==> src/rtl/ex_operand_stage.sv <==
// ID/EX pipeline register and ALU operand selection with RAW-hazard handling.
// Define EX_FORWARDING_EN for MEM/WB forwarding; otherwise dependent instructions stall.
module ex_operand_stage #(
  parameter int unsigned DATA_WIDTH     = 32,
  parameter int unsigned OPCODE_LENGTH  = 4,
  parameter int unsigned REG_ADDR_WIDTH = 5
) (
  input  logic                      clk,
  input  logic                      reset,
  input  logic                      id_valid,
  input  logic [REG_ADDR_WIDTH-1:0] id_rs1,
  input  logic [REG_ADDR_WIDTH-1:0] id_rs2,
  input  logic [REG_ADDR_WIDTH-1:0] id_rd,
  input  logic [DATA_WIDTH-1:0]     id_rd1,
  input  logic [DATA_WIDTH-1:0]     id_rd2,
  input  logic [DATA_WIDTH-1:0]     id_imm,
  input  logic                      id_alusrc,
  input  logic [OPCODE_LENGTH-1:0]  id_operation,
  input  logic                      id_regwrite,
  input  logic                      id_memread,
  input  logic                      ex_flush,
  input  logic [REG_ADDR_WIDTH-1:0] mem_rd,
  input  logic [REG_ADDR_WIDTH-1:0] wb_rd,
  input  logic                      mem_regwrite,
  input  logic                      wb_regwrite,
  input  logic [DATA_WIDTH-1:0]     mem_result,
  input  logic [DATA_WIDTH-1:0]     wb_result,
  output logic [DATA_WIDTH-1:0]     SrcA,
  output logic [DATA_WIDTH-1:0]     SrcB,
  output logic [OPCODE_LENGTH-1:0]  Operation,
  output logic                      ex_valid,
  output logic                      ex_regwrite,
  output logic                      ex_memread,
  output logic [REG_ADDR_WIDTH-1:0] ex_rd,
  output logic [DATA_WIDTH-1:0]     ex_store_data,
  output logic                      stall
);

  typedef struct packed {
    logic                      valid;
    logic [REG_ADDR_WIDTH-1:0] rs1;
    logic [REG_ADDR_WIDTH-1:0] rs2;
    logic [REG_ADDR_WIDTH-1:0] rd;
    logic [DATA_WIDTH-1:0]     rd1;
    logic [DATA_WIDTH-1:0]     rd2;
    logic [DATA_WIDTH-1:0]     imm;
    logic                      alusrc;
    logic [OPCODE_LENGTH-1:0]  operation;
    logic                      regwrite;
    logic                      memread;
  } ex_reg_t;

  ex_reg_t ex_d, ex_q;

  logic                  hazard;
  logic                  ex_rd_hit;
  logic [DATA_WIDTH-1:0] fwd_a;
  logic [DATA_WIDTH-1:0] fwd_b;

  // Does the instruction currently in EX write a register that ID reads?
  assign ex_rd_hit = (ex_q.rd != '0) && ((ex_q.rd == id_rs1) || (ex_q.rd == id_rs2));

`ifdef EX_FORWARDING_EN
  always_comb begin
    hazard = id_valid && ex_q.valid && ex_q.memread && ex_rd_hit;
  end

  always_comb begin
    fwd_a = ex_q.rd1;
    if (mem_regwrite && (mem_rd != '0) && (mem_rd == ex_q.rs1)) begin
      fwd_a = mem_result;
    end else if (wb_regwrite && (wb_rd != '0) && (wb_rd == ex_q.rs1)) begin
      fwd_a = wb_result;
    end
  end

  always_comb begin
    fwd_b = ex_q.rd2;
    if (mem_regwrite && (mem_rd != '0) && (mem_rd == ex_q.rs2)) begin
      fwd_b = mem_result;
    end else if (wb_regwrite && (wb_rd != '0) && (wb_rd == ex_q.rs2)) begin
      fwd_b = wb_result;
    end
  end
`else
  logic mem_rd_hit;
  logic unused_fwd;

  assign mem_rd_hit = (mem_rd != '0) && ((mem_rd == id_rs1) || (mem_rd == id_rs2));

  // WB is covered by register-file write-through, so only EX and MEM can stall.
  always_comb begin
    hazard = id_valid && ((ex_q.regwrite && ex_rd_hit) || (mem_regwrite && mem_rd_hit));
  end

  always_comb begin
    fwd_a = ex_q.rd1;
    fwd_b = ex_q.rd2;
  end

  assign unused_fwd = ^{wb_rd, wb_regwrite, wb_result, mem_result, ex_q.rs1, ex_q.rs2};
`endif

  assign stall = hazard && !ex_flush;

  always_comb begin
    ex_d = '0;
    if (!ex_flush && !stall) begin
      ex_d.valid     = id_valid;
      ex_d.rs1       = id_rs1;
      ex_d.rs2       = id_rs2;
      ex_d.rd        = id_rd;
      ex_d.rd1       = id_rd1;
      ex_d.rd2       = id_rd2;
      ex_d.imm       = id_imm;
      ex_d.alusrc    = id_alusrc;
      ex_d.operation = id_operation;
      ex_d.regwrite  = id_valid && id_regwrite;
      ex_d.memread   = id_valid && id_memread;
    end
  end

  always_ff @(posedge clk) begin
    if (reset) begin
      ex_q <= '0;
    end else begin
      ex_q <= ex_d;
    end
  end

  assign SrcA          = fwd_a;
  assign SrcB          = ex_q.alusrc ? ex_q.imm : fwd_b;
  assign ex_store_data = fwd_b;
  assign Operation     = ex_q.operation;
  assign ex_valid      = ex_q.valid;
  assign ex_regwrite   = ex_q.regwrite;
  assign ex_memread    = ex_q.memread;
  assign ex_rd         = ex_q.rd;

endmodule

==> config.mk <==
export PLATFORM = sky130hd
export DESIGN_NAME = ex_operand_stage
export DESIGN_NICKNAME = d
export VERILOG_FILES = /design/src/rtl/ex_operand_stage.sv
export SDC_FILE = /design/constraint.sdc
export NUM_CORES = 1
export LEC_CHECK = 0
export ABC_AREA = 1
export ABC_CLOCK_PERIOD_IN_PS = 1300
export BUFFER_PORTS_ARGS = -buffer_cell sky130_fd_sc_hd__buf_2
export CORE_AREA = 2 2 119 121
export DETAILED_ROUTE_END_ITERATION = 10
export DIE_AREA = 0 0 121 123
export GPL_TIMING_DRIVEN = 0
export PLACE_DENSITY = 0.68
export SYNTH_ARGS = -nofsm -noshare
export SYNTH_HDL_FRONTEND = slang
export SYNTH_SLANG_ARGS = --single-unit
==> constraint.sdc <==
create_clock -name clk -period 1.3 [get_ports clk]
set_input_delay 0.195 -clock clk [delete_from_list [all_inputs] [get_ports clk]]
set_output_delay 0.195 -clock clk [all_outputs]
set_load 0.01 [all_outputs]
==> impl_metrics.csv <==
group,metric,value,unit
run_status,outcome,"finished, violations left",
run_status,violations,"negative setup slack",
sta,final.setup_skew,0.0107,ns
sta,setup_ws,-0.424,ns
final_layout,final_area,6960,um^2
synthesis,synthMuxAreaShare,8.20,%
route,routed_wl,11600,um
route,viasPerCell,3.86,
sta,finalHoldViolCount,0,
global_route,overflow,0,
synthesis,yosys.area_share.simple,15.6,%
synthesis,syn-num-nets,738,
critical_path,start_kind,"flip-flop",
power,irDropWorstVdd,0.00102,V
power,p_total,7.90,mW
floorplan,rows,43,
critical_path,crit_fanout,5,
global_route,antenna_found_initial,0,
route,first_iter_violations,54,
sta,tightest_slew,1.18,ns
global_route,grt_pass1_vias,3769,
synthesis,yosys.area_share.xor_xnor,0.997,%
floorplan,ios,307,
final_layout,area_growth,58.3,%
critical_path,end_kind,"flip-flop",
clock_tree,cts_made_buffers,9,
critical_path,crit_type,"reg -> reg",
placement,dp_hpwl,8190,um
power,switchingPower,1.78,mW
critical_path,crit_start,"ex_rd[0]$_SDFF_PP0_",
synthesis,synthCells,540,
floorplan,start_util,32.3,%
clock_tree,cts-root-buf,"clkbuf_16",
sta,finalCritPeriodShare,133,%
floorplan,dieArea,14900,um^2
sta,slew_violations,0,
power,internal_power,6.12,mW
clock_tree,clk_latency,0.35,ns
critical_path,worst_ep_required_time,1.58,ns
synthesis,synth_compound_area_share,0.228,%
power,p_leak,4.13,nW
global_route,grt_pass1_wl,17400,um
clock_tree,cts_buffer_depth,2,
final_layout,fill_cells,1275,
final_layout,drive_above_1_share,50.2,%
route,ant_nets,0,
synthesis,synth_warnings,0,
placement,placed_area,5800,um^2
critical_path,critPathSlowestCell,"dfxtp_2",
final_layout,multi_input_comb_area,1290,um^2
floorplan,fp.coreArea,13600,um^2
hold_path,hp-start,"id_rd2[17]",
synthesis,yosysTopAreaCell,"dfxtp_1",
synthesis,synth-seq-cells,109,
sta,maxSlewHeadroom,21.1,%
power,p_per_area,1140,nW/um^2
sta,fin_crit,1.72,ns
power,p_seq_share,44.8,%
synthesis,syn_area_per_cell,8.14,um^2
route,route.detailed.wl_per_inst,11.7,um
route,vias,3827,
hold_path,hp-class,"in -> reg",
clock_tree,cts_sinks,109,
floorplan,die_x,121,um
global_route,grt_use_total,15.4,%
placement,dpl.cell_count,956,
flow_run,drv_cap,0,
sta,max_freq,580,MHz
sta,tns,-46.37,ns
synthesis,synth_area,4390,um^2
synthesis,yosysSeqAreaShare,49.7,%
clock_tree,postCtsHoldBufs,0,
power,combinationalPowerShare,15.2,%
sta,final-setup-viol-count,142,
synthesis,synth_top_area_share,49.7,%
route,drc,0,
critical_path,arrival,2.01,ns
synthesis,ys_types,18,
power,pwr-share-clk,40.0,%
sta,rsz0062_at_grt,"true",
global_route,grt_max_degree,18,
clock_tree,cts_htree_levels,3,
placement,place_congestion,0.820,
final_layout,stdcell_count,992,
clock_tree,path_clk_slew,0.07,ns
route,dr.pass1.iters,4,
synthesis,synthAdderAreaFrac,0,%
clock_tree,cts_tree,"done",
final_layout,final_nets,1005,
synthesis,ys_top_cells_by_area,"dfxtp_1 (50%), buf_4 (12%), nor2_1 (10%)",
final_layout,final-seq-area,2190,um^2
critical_path,reg2reg_from,"ex_rd[0]$_SDFF_PP0_",
synthesis,synth_top_family_by_area,"buffers and inverters",
placement,portBuffers,236,
critical_path,critPathMaxStageDelay,0.37,ns
power,switching_share,22.5,%
critical_path,crit_chain,"xor2_1 > nor2_1 > nand3_1 > nand2_1 > nand2_2 > nand2_2 > nand2_4 > buf_4 > nand2_8 > bufbuf_16 > nor2_1",
final_layout,diodes,0,
floorplan,die_y,123,um
critical path: cells and delay by family, from the launching register on:
kind                   cells  cell delay, ns
AND/OR/NAND/NOR            8            0.63
buffers and inverters      2            0.53
XOR/XNOR                   1            0.14
flip-flops                 1            0.37
final timing paths:
path | endpoint | slack (ns) | cells after the start
max reg2reg | ex_store_data[7]$_SDFF_PP0_ | -0.42 | 11
min | ex_store_data[17]$_SDFF_PP0_ | 0.05 | 3
min reg2reg | ex_valid$_SDFF_PP0_ | 0.86 | 7
max | ex_store_data[7]$_SDFF_PP0_ | -0.42 | 11
layout by cell type, fill, tap and decap left out, types with 2 or more instances in the layout:
| cell | instances |
|---|---|
| buf_16 | 2 |
| bufbuf_16 | 2 |
| mux2_4 | 32 |
| buf_2 | 204 |
| dfxtp_2 | 4 |
| buf_6 | 37 |
| nand2_8 | 3 |
| inv_2 | 7 |
| nand3_1 | 4 |
| nor2_1 | 119 |
| clkbuf_16 | 10 |
| nand2_2 | 2 |
| buf_4 | 81 |
| nand2_1 | 48 |
| inv_1 | 118 |
| nand4_1 | 3 |
| dfxtp_1 | 104 |
| xnor2_1 | 4 |
| buf_8 | 12 |
| buf_12 | 3 |
| bufinv_16 | 3 |
layer usage:
| layer | up-vias | track usage (%) | part of all wire, % |
|---|---|---|---|
| met1 | 1666 | 16.0 | 39 |
| met5 | - | 0 | 0 |
| li1 | 1997 | - | - |
| met4 | 0 | 6.69 | 2.0 |
| met2 | 148 | 27.7 | 50 |
| met3 | 16 | 5.90 | 8.5 |
flip-flops by register name, summed over array words and instances, names as in the netlist:
signal,flops
ex_q,33
ex_regwrite,1
Operation,4
SrcA,32
ex_rd,5
ex_store_data,32
ex_memread,1
ex_valid,1
per-stage QoR:
step | setup WS (ns) | hold WS, ns | util (%)
finish | -0.424 | 0.0483 | 51.1
floorplan | -0.0535 | 0.300 | -
detailed placement | -0.400 | 0.408 | 42.6
global placement | -0.390 | 0.406 | 42.6
global route | -0.555 | 0.0336 | 51.1
CTS | -0.430 | 0.0296 | 51.0
Yosys cell counts:
master    number
buf_2         11
buf_4         73
buf_6          3
clkbuf_1       1
dfxtp_1      109
inv_1        119
inv_2          6
mux2_1        13
mux2_2        19
nand2_1       51
nand2_2        1
nand3_1        4
nand4_1        3
nor2_1       120
o21ai_0        1
o21ai_1        1
xnor2_1        4
xor2_1         1
cells by family after synthesis:
logic type      Yosys count
compound gates            2
xor+xnor                  5
buf+inv                 213
flops                   109
mux                      32
simple gates            179
layout make-up:
type | count | share of cell area (%)
multi-input cells | 220 | 18.5
well taps | 180 | 3.24
clock buffers | 11 | 3.49
repair buffers | 255 | 24.0
flip-flops and latches | 109 | 31.5
plain buffers | 87 | 10.9
inverters | 125 | 6.75
clock inverters | 5 | 1.53
what timing repair did:
| action | 4_1_cts | 5_1_grt |
|---|---|---|
| setup buffers | 12 | 1 |
| gates cloned | 9 | 1 |
| resized for setup | 115 | 8 |
| pin swaps | 1 | 6 |
| endpoints found under the setup margin | 141 | 142 |
power by group through the flow:
stage | combinational (mW) | clock [mW] | sequential [mW]
6_report | 1.20 | 3.16 | 3.54
2_1_floorplan | 0.519 | 0 | 3.59
3_3_place_gp | 0.929 | 0 | 3.60
5_1_grt | 1.32 | 3.39 | 3.55
4_1_cts | 1.22 | 3.26 | 3.54
3_5_place_dp | 0.936 | 0 | 3.61
Note: power is estimated with default switching activity, not from simulation.
